--- src/rtl/vdas_pkg.sv ---
// Shared constants for the VDAS sample framing path: frame sync byte and
// the framer FSM state encoding.
package vdas_pkg;

  typedef logic [2:0] state_t;

  localparam logic [7:0] SYNC_BYTE = 8'hA5;

  localparam state_t IDLE  = 3'd0;
  localparam state_t SYNC  = 3'd1;
  localparam state_t ID    = 3'd2;
  localparam state_t CNT   = 3'd3;
  localparam state_t FETCH = 3'd4;
  localparam state_t HI    = 3'd5;
  localparam state_t LO    = 3'd6;
  localparam state_t CSUM  = 3'd7;

endpackage

--- src/rtl/sample_framer.sv ---
// Packs samples popped from an upstream queue into byte frames for a tx queue.
// Define SAMPLE_FRAMER_CHECKSUM_EN to append an XOR checksum byte to each frame.
module sample_framer
  import vdas_pkg::*;
#(
  parameter int          NBITS     = 12,
  parameter int          FRAME_LEN = 16,
  parameter logic [7:0]  CHAN_ID   = 8'h00
) (
  input  logic             clk,
  input  logic             rst_n,
  input  logic             en,
  input  logic [NBITS-1:0] in,
  input  logic             em,
  output logic             pp,
  input  logic             full,
  output logic [7:0]       out,
  output logic             ld,
  output logic             busy
);

  localparam logic [7:0] FLEN = 8'(FRAME_LEN);

  state_t           state;
  state_t           nxt;
  logic [7:0]       smp_cnt;
  logic [NBITS-1:0] hold;
  logic [15:0]      hold_ext;
  logic [7:0]       byte_val;
  logic             emit;
`ifdef SAMPLE_FRAMER_CHECKSUM_EN
  logic [7:0]       csum;
`endif

  assign hold_ext = 16'(hold);

  // The byte on out is a function of state alone, so it can only move on a
  // state change and stays put while full stalls the handshake.
  always_comb begin
    nxt      = state;
    byte_val = 8'h00;
    emit     = 1'b0;
    pp       = 1'b0;
    case (state)
      IDLE:  if (en && !em) nxt = SYNC;
      SYNC:  begin byte_val = SYNC_BYTE; emit = 1'b1; if (!full) nxt = ID;  end
      ID:    begin byte_val = CHAN_ID;   emit = 1'b1; if (!full) nxt = CNT; end
      CNT:   begin byte_val = FLEN;      emit = 1'b1; if (!full) nxt = FETCH; end
      FETCH: if (!em) begin pp = 1'b1; nxt = HI; end
      HI:    begin byte_val = hold_ext[15:8]; emit = 1'b1; if (!full) nxt = LO; end
      LO: begin
        byte_val = hold_ext[7:0];
        emit     = 1'b1;
        if (!full) begin
          if (smp_cnt < FLEN) nxt = FETCH;
`ifdef SAMPLE_FRAMER_CHECKSUM_EN
          else                nxt = CSUM;
`else
          else                nxt = IDLE;
`endif
        end
      end
`ifdef SAMPLE_FRAMER_CHECKSUM_EN
      CSUM:  begin byte_val = csum; emit = 1'b1; if (!full) nxt = IDLE; end
`endif
      default: nxt = IDLE;
    endcase
  end

  assign out  = byte_val;
  assign ld   = emit & ~full;
  assign busy = (state != IDLE);

  always_ff @(posedge clk or negedge rst_n) begin
    if (!rst_n) begin
      state   <= IDLE;
      smp_cnt <= 8'h00;
      hold    <= '0;
    end else begin
      state <= nxt;
      if (state == IDLE && nxt == SYNC) begin
        smp_cnt <= 8'h00;
      end else if (pp) begin
        smp_cnt <= smp_cnt + 8'h01;
        hold    <= in;
      end
    end
  end

`ifdef SAMPLE_FRAMER_CHECKSUM_EN
  // Checksum covers everything after the sync byte, up to the checksum itself.
  always_ff @(posedge clk or negedge rst_n) begin
    if (!rst_n) begin
      csum <= 8'h00;
    end else if (state == IDLE && nxt == SYNC) begin
      csum <= 8'h00;
    end else if (ld && (state == ID || state == CNT || state == HI || state == LO)) begin
      csum <= csum ^ out;
    end
  end
`endif

endmodule

--- config.mk ---
export PLATFORM = sky130hd
export DESIGN_NAME = sample_framer
export DESIGN_NICKNAME = d
export VERILOG_FILES = /design/src/rtl/vdas_pkg.sv /design/src/rtl/sample_framer.sv
export SDC_FILE = /design/constraint.sdc
export NUM_CORES = 1
export LEC_CHECK = 0
export CAP_MARGIN = 0
export CORE_ASPECT_RATIO = 1.25
export CORE_UTILIZATION = 52
export DETAILED_ROUTE_END_ITERATION = 6
export GPL_TIMING_DRIVEN = 0
export HOLD_SLACK_MARGIN = 0.1
export PLACE_DENSITY = 0.91
export SLEW_MARGIN = 20
export SYNTH_ARGS = -nofsm -noshare
export SYNTH_HDL_FRONTEND = slang
export SYNTH_SLANG_ARGS = --single-unit
--- constraint.sdc ---
create_clock -name clk -period 3.7 [get_ports clk]
set_input_delay 1.11 -clock clk [delete_from_list [all_inputs] [get_ports clk]]
set_output_delay 1.11 -clock clk [all_outputs]
set_load 0.01 [all_outputs]
# Word level (Yosys, flattened, before mapping)
# Cells that the tools add are included.
[op_classes]
n_reduce_logical = 8
n_bitwise = 3
eq_ne = 7
shift = 0
order_cmp = 1
mux = 15
n_div = 0
add_sub_neg = 1
multipliers = 0
[ops]
columns = ["cell", "count"]
rows = [
  ["one-hot mux 8 bit (4 select lines)", 1],
  ["two-way mux 3 bit", 8],
  ["one-hot mux 3 bit (7 select lines)", 1],
  ["two-way mux 8 bit", 2],
  ["equality test 3 bit, second input constant", 3],
  ["adder 8 x 1 -> 8 bit, second input constant", 1],
  ["< comparator 8 x 5 -> 1 bit, second input constant", 1],
  ["equality test 3 x 1 -> 1 bit, second input constant", 2],
  ["equality test 3 x 2 -> 1 bit, second input constant", 2],
  ["OR reduction 5 bit", 1],
  ["logical NOT 3 bit", 1],
  ["two-way mux 1 bit", 3],
  ["nonzero test 3 bit", 1],
  ["logical AND 1 bit", 2],
  ["inverter 1 bit", 2],
  ["AND reduction 2 bit", 1],
  ["nonzero test 2 bit", 1],
  ["AND 1 bit", 1],
  ["logical NOT 1 bit", 1],
]
[totals]
ram_bits = 0
memories = 0
ff_bits = 23
rom_bits = 0
latchBits = 0

# Logic depth before layout (Yosys ltp)
# Gate-level depths: netlist of the first run.
[depth]
depth_word = 8
ltp_mapped = 6
depth_no_buf = 4

# Worst setup path before layout of the first run
# No wires, ideal clock.
[synth_path]
kind = "input -> output"
startpoint = "input port em"
endpoint = "output port pp"
path_stages = 4
t_required_ns = 2.590
path_buffers = 2
arrival_time_ns = 2.020
path_slack_ns = 0.570
path_cell_list = "or4b_1 > buf_2 > clkbuf_1 > inv_1"
[synth_via]
elab_chain_len = 2
[synth_rtl]
columns = ["item", "line", "text"]
rows = [
  ["from (decl)", "sample_framer.sv:14", "input logic em,"],
  ["two-way mux 1 bit", "sample_framer.sv:49", "FETCH: if (!em) begin pp = 1'b1; nxt = HI; end"],
  ["two-way mux 1 bit", "sample_framer.sv:44", "case (state)"],
  ["to (decl)", "sample_framer.sv:15", "output logic pp,"],
]
# No other way between the ends.

# Final worst setup path of the first run
# Ends and elaborated chain as after synthesis.

==> results_dict.tcl, run 1 <==
set metrics [dict create \
    numCtsBuffers 3 \
    grt_usage_pct 24.65 \
    drv_slew 0 \
    drt-pass1-iter-count 4 \
    cpPeakStageDelay_ns 0.51 \
    p_per_area_mw_per_mm2 706.9 \
    worst_pin_slew_ns 0.5278 \
    yosysTopAreaCellShare_pct 49.25 \
    multi_input_area_um2 550.5 \
    synthDistinctLibCells 30 \
    post_cts_resized 2 \
    area_growth_syn_to_layout_pct 28.05 \
    hp-class "reg -> reg" \
    fp.dieW_um 44.40 \
    fin_area_mm2 0.001496 \
    min_period_over_period_pct 95.99 \
    post-cts-setup-buffers 0 \
    maxSlewHeadroom_pct 64.81 \
    required_ns 2.59 \
    status "complete, no violations" \
    ctsHoldBuffers 0 \
    post-route-util_pct 73.02 \
    io_pins 28 \
    synth_area_leader_cell "dfrtp_1" \
    rows 18 \
    ys_ff_latch 23 \
    synth_area_mm2 0.001169 \
    clockBufferDepth 2 \
    clock-sinks 23 \
    ys_seq_area_share_pct 49.25 \
    insertion_delay_ns 0.31 \
    wl_per_cell_um 14.74 \
    cts-htree-levels 1 \
    end_kind "output port" \
    grt_max_degree 24 \
    grt_pass1_wl_um 4298 \
    avgSynthCellArea_um2 10.43 \
    finClkSkew_ns 0.002655 \
    crit_arrival_ns 2.44 \
    drt_iter0_drc 12 \
    rsz0062_at_grt "no" \
    synthTopCellsByArea "dfrtp_1, mux2_2, o21ai_0" \
    startpoint_type "input pin" \
    p_leak_nw 0.6221 \
    antennaDiodeCount 0 \
    gp_congestion 0.8459 \
    cap_viol_max_count 0 \
    antenna_found_initial 0 \
    design.die.area_mm2 0.002442 \
    tritoncts "built" \
    avgViaCountPerCell 5.610 \
    layout.nets 161 \
    start_util_pct 57.02 \
    final_hold_viol_count 0 \
    worstPathCellList "clkdlybuf4s50_1, or4b_1, buf_6, inv_1, clkbuf_2" \
    routed_wl_um 2536 \
    vdd_drop_max_uv 454.5 \
    drc_errors 0 \
    crit_fanout 17 \
    cp_slowest_cell "or4b_1" \
    path_class "in -> out" \
    via_count 965 \
    min_period_ns 3.551 \
    io_buffer_count 27 \
    yosysWarnings 0 \
    fp.dieH_um 55 \
    grt_pass1_vias 1008 \
    setup_viol 0 \
    n_fill_cell 141 \
    synth.net_count 130 \
    cts-root-buf "clkbuf_4" \
    fp.coreArea_mm2 0.002049 \
    hpwl_um 1885 \
    clk_pin_slew_ns 0.13 \
    place_area_mm2 0.001476 \
    drive_gt1_share_pct 15.49 \
    antenna_left 0 \
    syn-instance-count 112 \
    grt.overflow.total 0 \
    clock.fmax_mhz 281.6 \
    regArea_um2 575.6 \
]
==> power breakdown <==
part	internal [mW]	total, mW	switching [mW]
clock	0.0404	0.120	0.0792
combinational	0.279	0.526	0.247
sequential	0.352	0.413	0.0605
total	0.671	1.06	0.386
==> Yosys cell counts <==
library cell and instances:
or3_1 4, clkbuf_1 4, a22o_1 2, or4_1 1, a21bo_2 2, buf_4 1
o21ai_0 11, or4b_1 1, nand3_1 4, mux2_2 12, buf_2 1, and3_1 3
nand2b_1 1, o211ai_1 2, maj3_1 1, dfrtp_1 23, nor2b_1 6, o2bb2ai_1 1
nor4_1 2, a21oi_1 5, nor3_1 2, and2_1 1, a22oi_1 2, o21bai_1 1
inv_1 4, o31ai_1 1, ha_1 1, nor2_1 5, mux2i_1 3, nand2_1 5
==> layer usage <==
layer / global-route usage [%] / up-vias / share of wire (%)
met5: 0 / - / 0
met4: 7.576 / 0 / 0.67
met3: 4.545 / 2 / 4.8
met2: 47.06 / 29 / 54
met1: 27.62 / 470 / 40
li1: - / 464 / -
==> worst max-delay path: cells and delay by family <==
kind          cells  cell delay, ns
buf+inv           4            0.83
simple gates      1            0.51
==> cell usage in the layout (no fill, tap or decap), types with 2 or more instances in the layout <==
| master | count |
|---|---|
| a21oi_1 | 5 |
| nor2b_1 | 6 |
| inv_1 | 4 |
| nor3_1 | 2 |
| and3_1 | 3 |
| mux2_2 | 12 |
| or3_1 | 4 |
| a22oi_1 | 2 |
| nor4_1 | 2 |
| a21bo_2 | 2 |
| o211ai_1 | 2 |
| clkdlybuf4s50_1 | 25 |
| clkbuf_4 | 3 |
| a22o_1 | 2 |
| nand2_1 | 5 |
| dfrtp_1 | 23 |
| nand3_1 | 4 |
| mux2i_1 | 3 |
| nor2_1 | 5 |
| clkbuf_1 | 3 |
| o21ai_0 | 11 |
==> sequential cells by signal, summed over array words and instances (netlist names) <==
signal and cells:
hold 12, smp_cnt 8, state 3
==> final cells by class <==
class                           count  area share, %
Timing Repair Buffer               27          17.39
Inverter                            4          1.003
Clock inverter                      1         0.3344
Tap cell                           30          2.508
Multi-Input combinational cell     79          36.79
Sequential cell                    23          38.46
Buffer                              5          2.007
Clock buffer                        3          1.505
==> stage by stage <==
step	hold WS [ns]	setup TNS (ns)	power, mW	setup slack (ns)	instances
floorplan	0.4650	0	0.7320	0.5697	112
global placement	0.4860	-0.4663	0.9054	-0.4663	169
detailed placement	0.4963	-0.4836	0.9367	-0.4836	169
CTS	0.5251	0	1.056	0.01993	172
global route	0.5437	0	1.131	0.09391	172
finish	0.5224	0	1.058	0.1485	172
==> cells by family after synthesis <==
kind of cell	count (synthesis)	share of synthesized area (%)
flip-flops	23	49.25
AO/OA/AOI/OAI	27	14.67
multiplexers	15	14.13
buffers and inverters	10	3.639
adder cells (fa/ha/maj)	2	1.927
AND/OR/NAND/NOR	35	16.38
==> final timing paths <==
| check | start | to | slack (ns) | depth (start not counted) |
|---|---|---|---|---|
| setup / recovery | em | pp | 0.15 | 5 |
| hold / removal | hold[11] | hold[11] | 0.52 | 1 |
| setup reg to reg | state[2] | hold[8] | 1.83 | 5 |
| hold reg to reg | hold[11] | hold[11] | 0.52 | 1 |
| max in group asynchronous | rst_n | smp_cnt[3] | 2.62 | 1 |
| min in group asynchronous | rst_n | state[0] | 0.74 | 1 |
Note: power is estimated with default switching activity, not from simulation.
==> inputs of run 2 (changes only) <==
--- a/config.mk
+++ b/config.mk
@@ -7,11 +7,12 @@
 export LEC_CHECK = 0
 export CAP_MARGIN = 0
 export CORE_ASPECT_RATIO = 1.25
-export CORE_UTILIZATION = 52
+export CORE_UTILIZATION = 23
+export CTS_CLUSTER_SIZE = 14
 export DETAILED_ROUTE_END_ITERATION = 6
 export GPL_TIMING_DRIVEN = 0
 export HOLD_SLACK_MARGIN = 0.1
-export PLACE_DENSITY = 0.91
+export PLACE_DENSITY = 0.51
 export SLEW_MARGIN = 20
 export SYNTH_ARGS = -nofsm -noshare
 export SYNTH_HDL_FRONTEND = slang
==> results_dict.tcl, run 2 (synthesis gave the netlist of run 1 again) <==
set metrics [dict create \
    wl_per_cell_um 12.00 \
    p_leak_nw 0.6283 \
    cpLargestDelayFamily "buffers and inverters" \
    post-route-util_pct 32.27 \
    rsz0062_at_grt "no" \
    rows 28 \
    finalPower_mw 1.073 \
    start_util_pct 24.35 \
    whs_path_depth 1 \
    drc_errors 0 \
    final_hold_viol_count 0 \
    ff2ff_setup_slack_ns 1.84 \
    fin_area_mm2 0.001549 \
    cpPeakStageDelay_ns 0.47 \
    holdWs_ns 0.5082 \
    cap_viol_max_count 0 \
    final_cell_mix "clkdlybuf4s50_1, dfrtp_1, mux2_2" \
    hold_start "hold[8]" \
    drv_slew 0 \
    hold_end "hold[8]" \
    place_area_mm2 0.001514 \
    finalSetupTns_ns 0 \
    crit_fanout 17 \
    clk_pin_slew_ns 0.08 \
    fp.coreArea_mm2 0.004800 \
    drt-pass1-iter-count 6 \
    grt.overflow.total 0 \
    placed_cells 199 \
    final_common_cell "clkdlybuf4s50_1" \
    cts-root-buf "clkbuf_8" \
    io_pins 28 \
    avgViaCountPerCell 4.668 \
    min_period_over_period_pct 95.69 \
    routed_wl_um 2424 \
    grt_pass1_vias 966 \
    cts-htree-levels 1 \
    min_period_ns 3.541 \
    hpwl_um 1882 \
    status "complete, no violations" \
    grt_max_degree 24 \
    p_per_area_mw_per_mm2 692.6 \
    largest_reg_flops 12 \
    hp-class "reg -> reg" \
    maxSlewHeadroom_pct 62.80 \
    gp_congestion 0.7150 \
    cp_slowest_cell "or4b_1" \
    fp.dieH_um 81.70 \
    setup_viol 0 \
    antennaDiodeCount 0 \
    end_kind "output port" \
    drive_gt1_share_pct 15.49 \
    worstPathCellList "clkdlybuf4s50_1, or4b_1, buf_4, inv_1, clkbuf_2" \
    startpoint_type "input pin" \
    crit_arrival_ns 2.43 \
    grt_pass1_wl_um 4119 \
    clockBufferDepth 2 \
    ff2ff_path_depth 4 \
    reg_top3 "hold x12, smp_cnt x8, state x3" \
    final_cells 202 \
    worst_slack_ns 0.1594 \
    reg2reg_to "hold[6]" \
    insertion_delay_ns 0.26 \
    worstReg2RegStart "state[1]" \
    finClkSkew_ns 0.003657 \
    clock.fmax_mhz 282.4 \
    ctsHoldBuffers 0 \
    area_growth_syn_to_layout_pct 32.55 \
    drt_iter0_drc 17 \
    via_count 943 \
    numCtsBuffers 3 \
    antenna_left 0 \
    dp_slack_ns -0.4963 \
    clock-sinks 23 \
    design.die.area_mm2 0.005372 \
    antenna_found_initial 0 \
    path_class "in -> out" \
    io_buffer_count 27 \
    post_cts_resized 2 \
    path_buf_inv 4 \
    layout.nets 161 \
    fp.dieW_um 65.76 \
    worst_pin_slew_ns 0.5581 \
    top_register "hold" \
    required_ns 2.59 \
    vdd_drop_max_uv 333.2 \
    grt_usage_pct 9.854 \
    post-cts-setup-buffers 0 \
    tritoncts "built" \
]
run 2: cell type report:
type / count / area (um2)
fillers: 511 / 3251
multi-input cells: 79 / 550.5
clock inverters: 1 / 5.005
repair buffers: 27 / 260.3
well taps: 60 / 75.07
plain buffers: 5 / 26.28
flip-flops and latches: 23 / 575.6
inverters: 4 / 15.01
clock buffers: 3 / 41.29
run 2: worst reg2reg max path, cell delays in order (launching register included):
cell	delay, ns
dfrtp_1	0.40
or4b_1	0.51
buf_4	0.20
clkbuf_1	0.28
mux2_2	0.35
run 2: routing by layer:
layer	vias up	GRT usage [%]	routed length, um
li1	464	-	-
met1	454	10.31	1028
met2	23	19.18	1278
met3	2	1.944	106
met4	0	3.261	10
met5	-	0	0
run 2: how the worst max path moves through the flow:
| stage | from | to | slack, ns | cells past startpoint |
|---|---|---|---|---|
| after floorplan | em | pp | 0.57 | 4 |
| after global placement | em | pp | -0.51 | 6 |
| after global routing | em | pp | 0.11 | 5 |
| final | em | pp | 0.16 | 5 |
| after CTS | em | pp | 0.009 | 5 |
| after detailed placement | em | pp | -0.50 | 6 |
run 2: report_power, final:
part	internal, mW	switching (mW)
registers	0.353	0.0564
logic	0.276	0.234
clock network	0.0750	0.0781
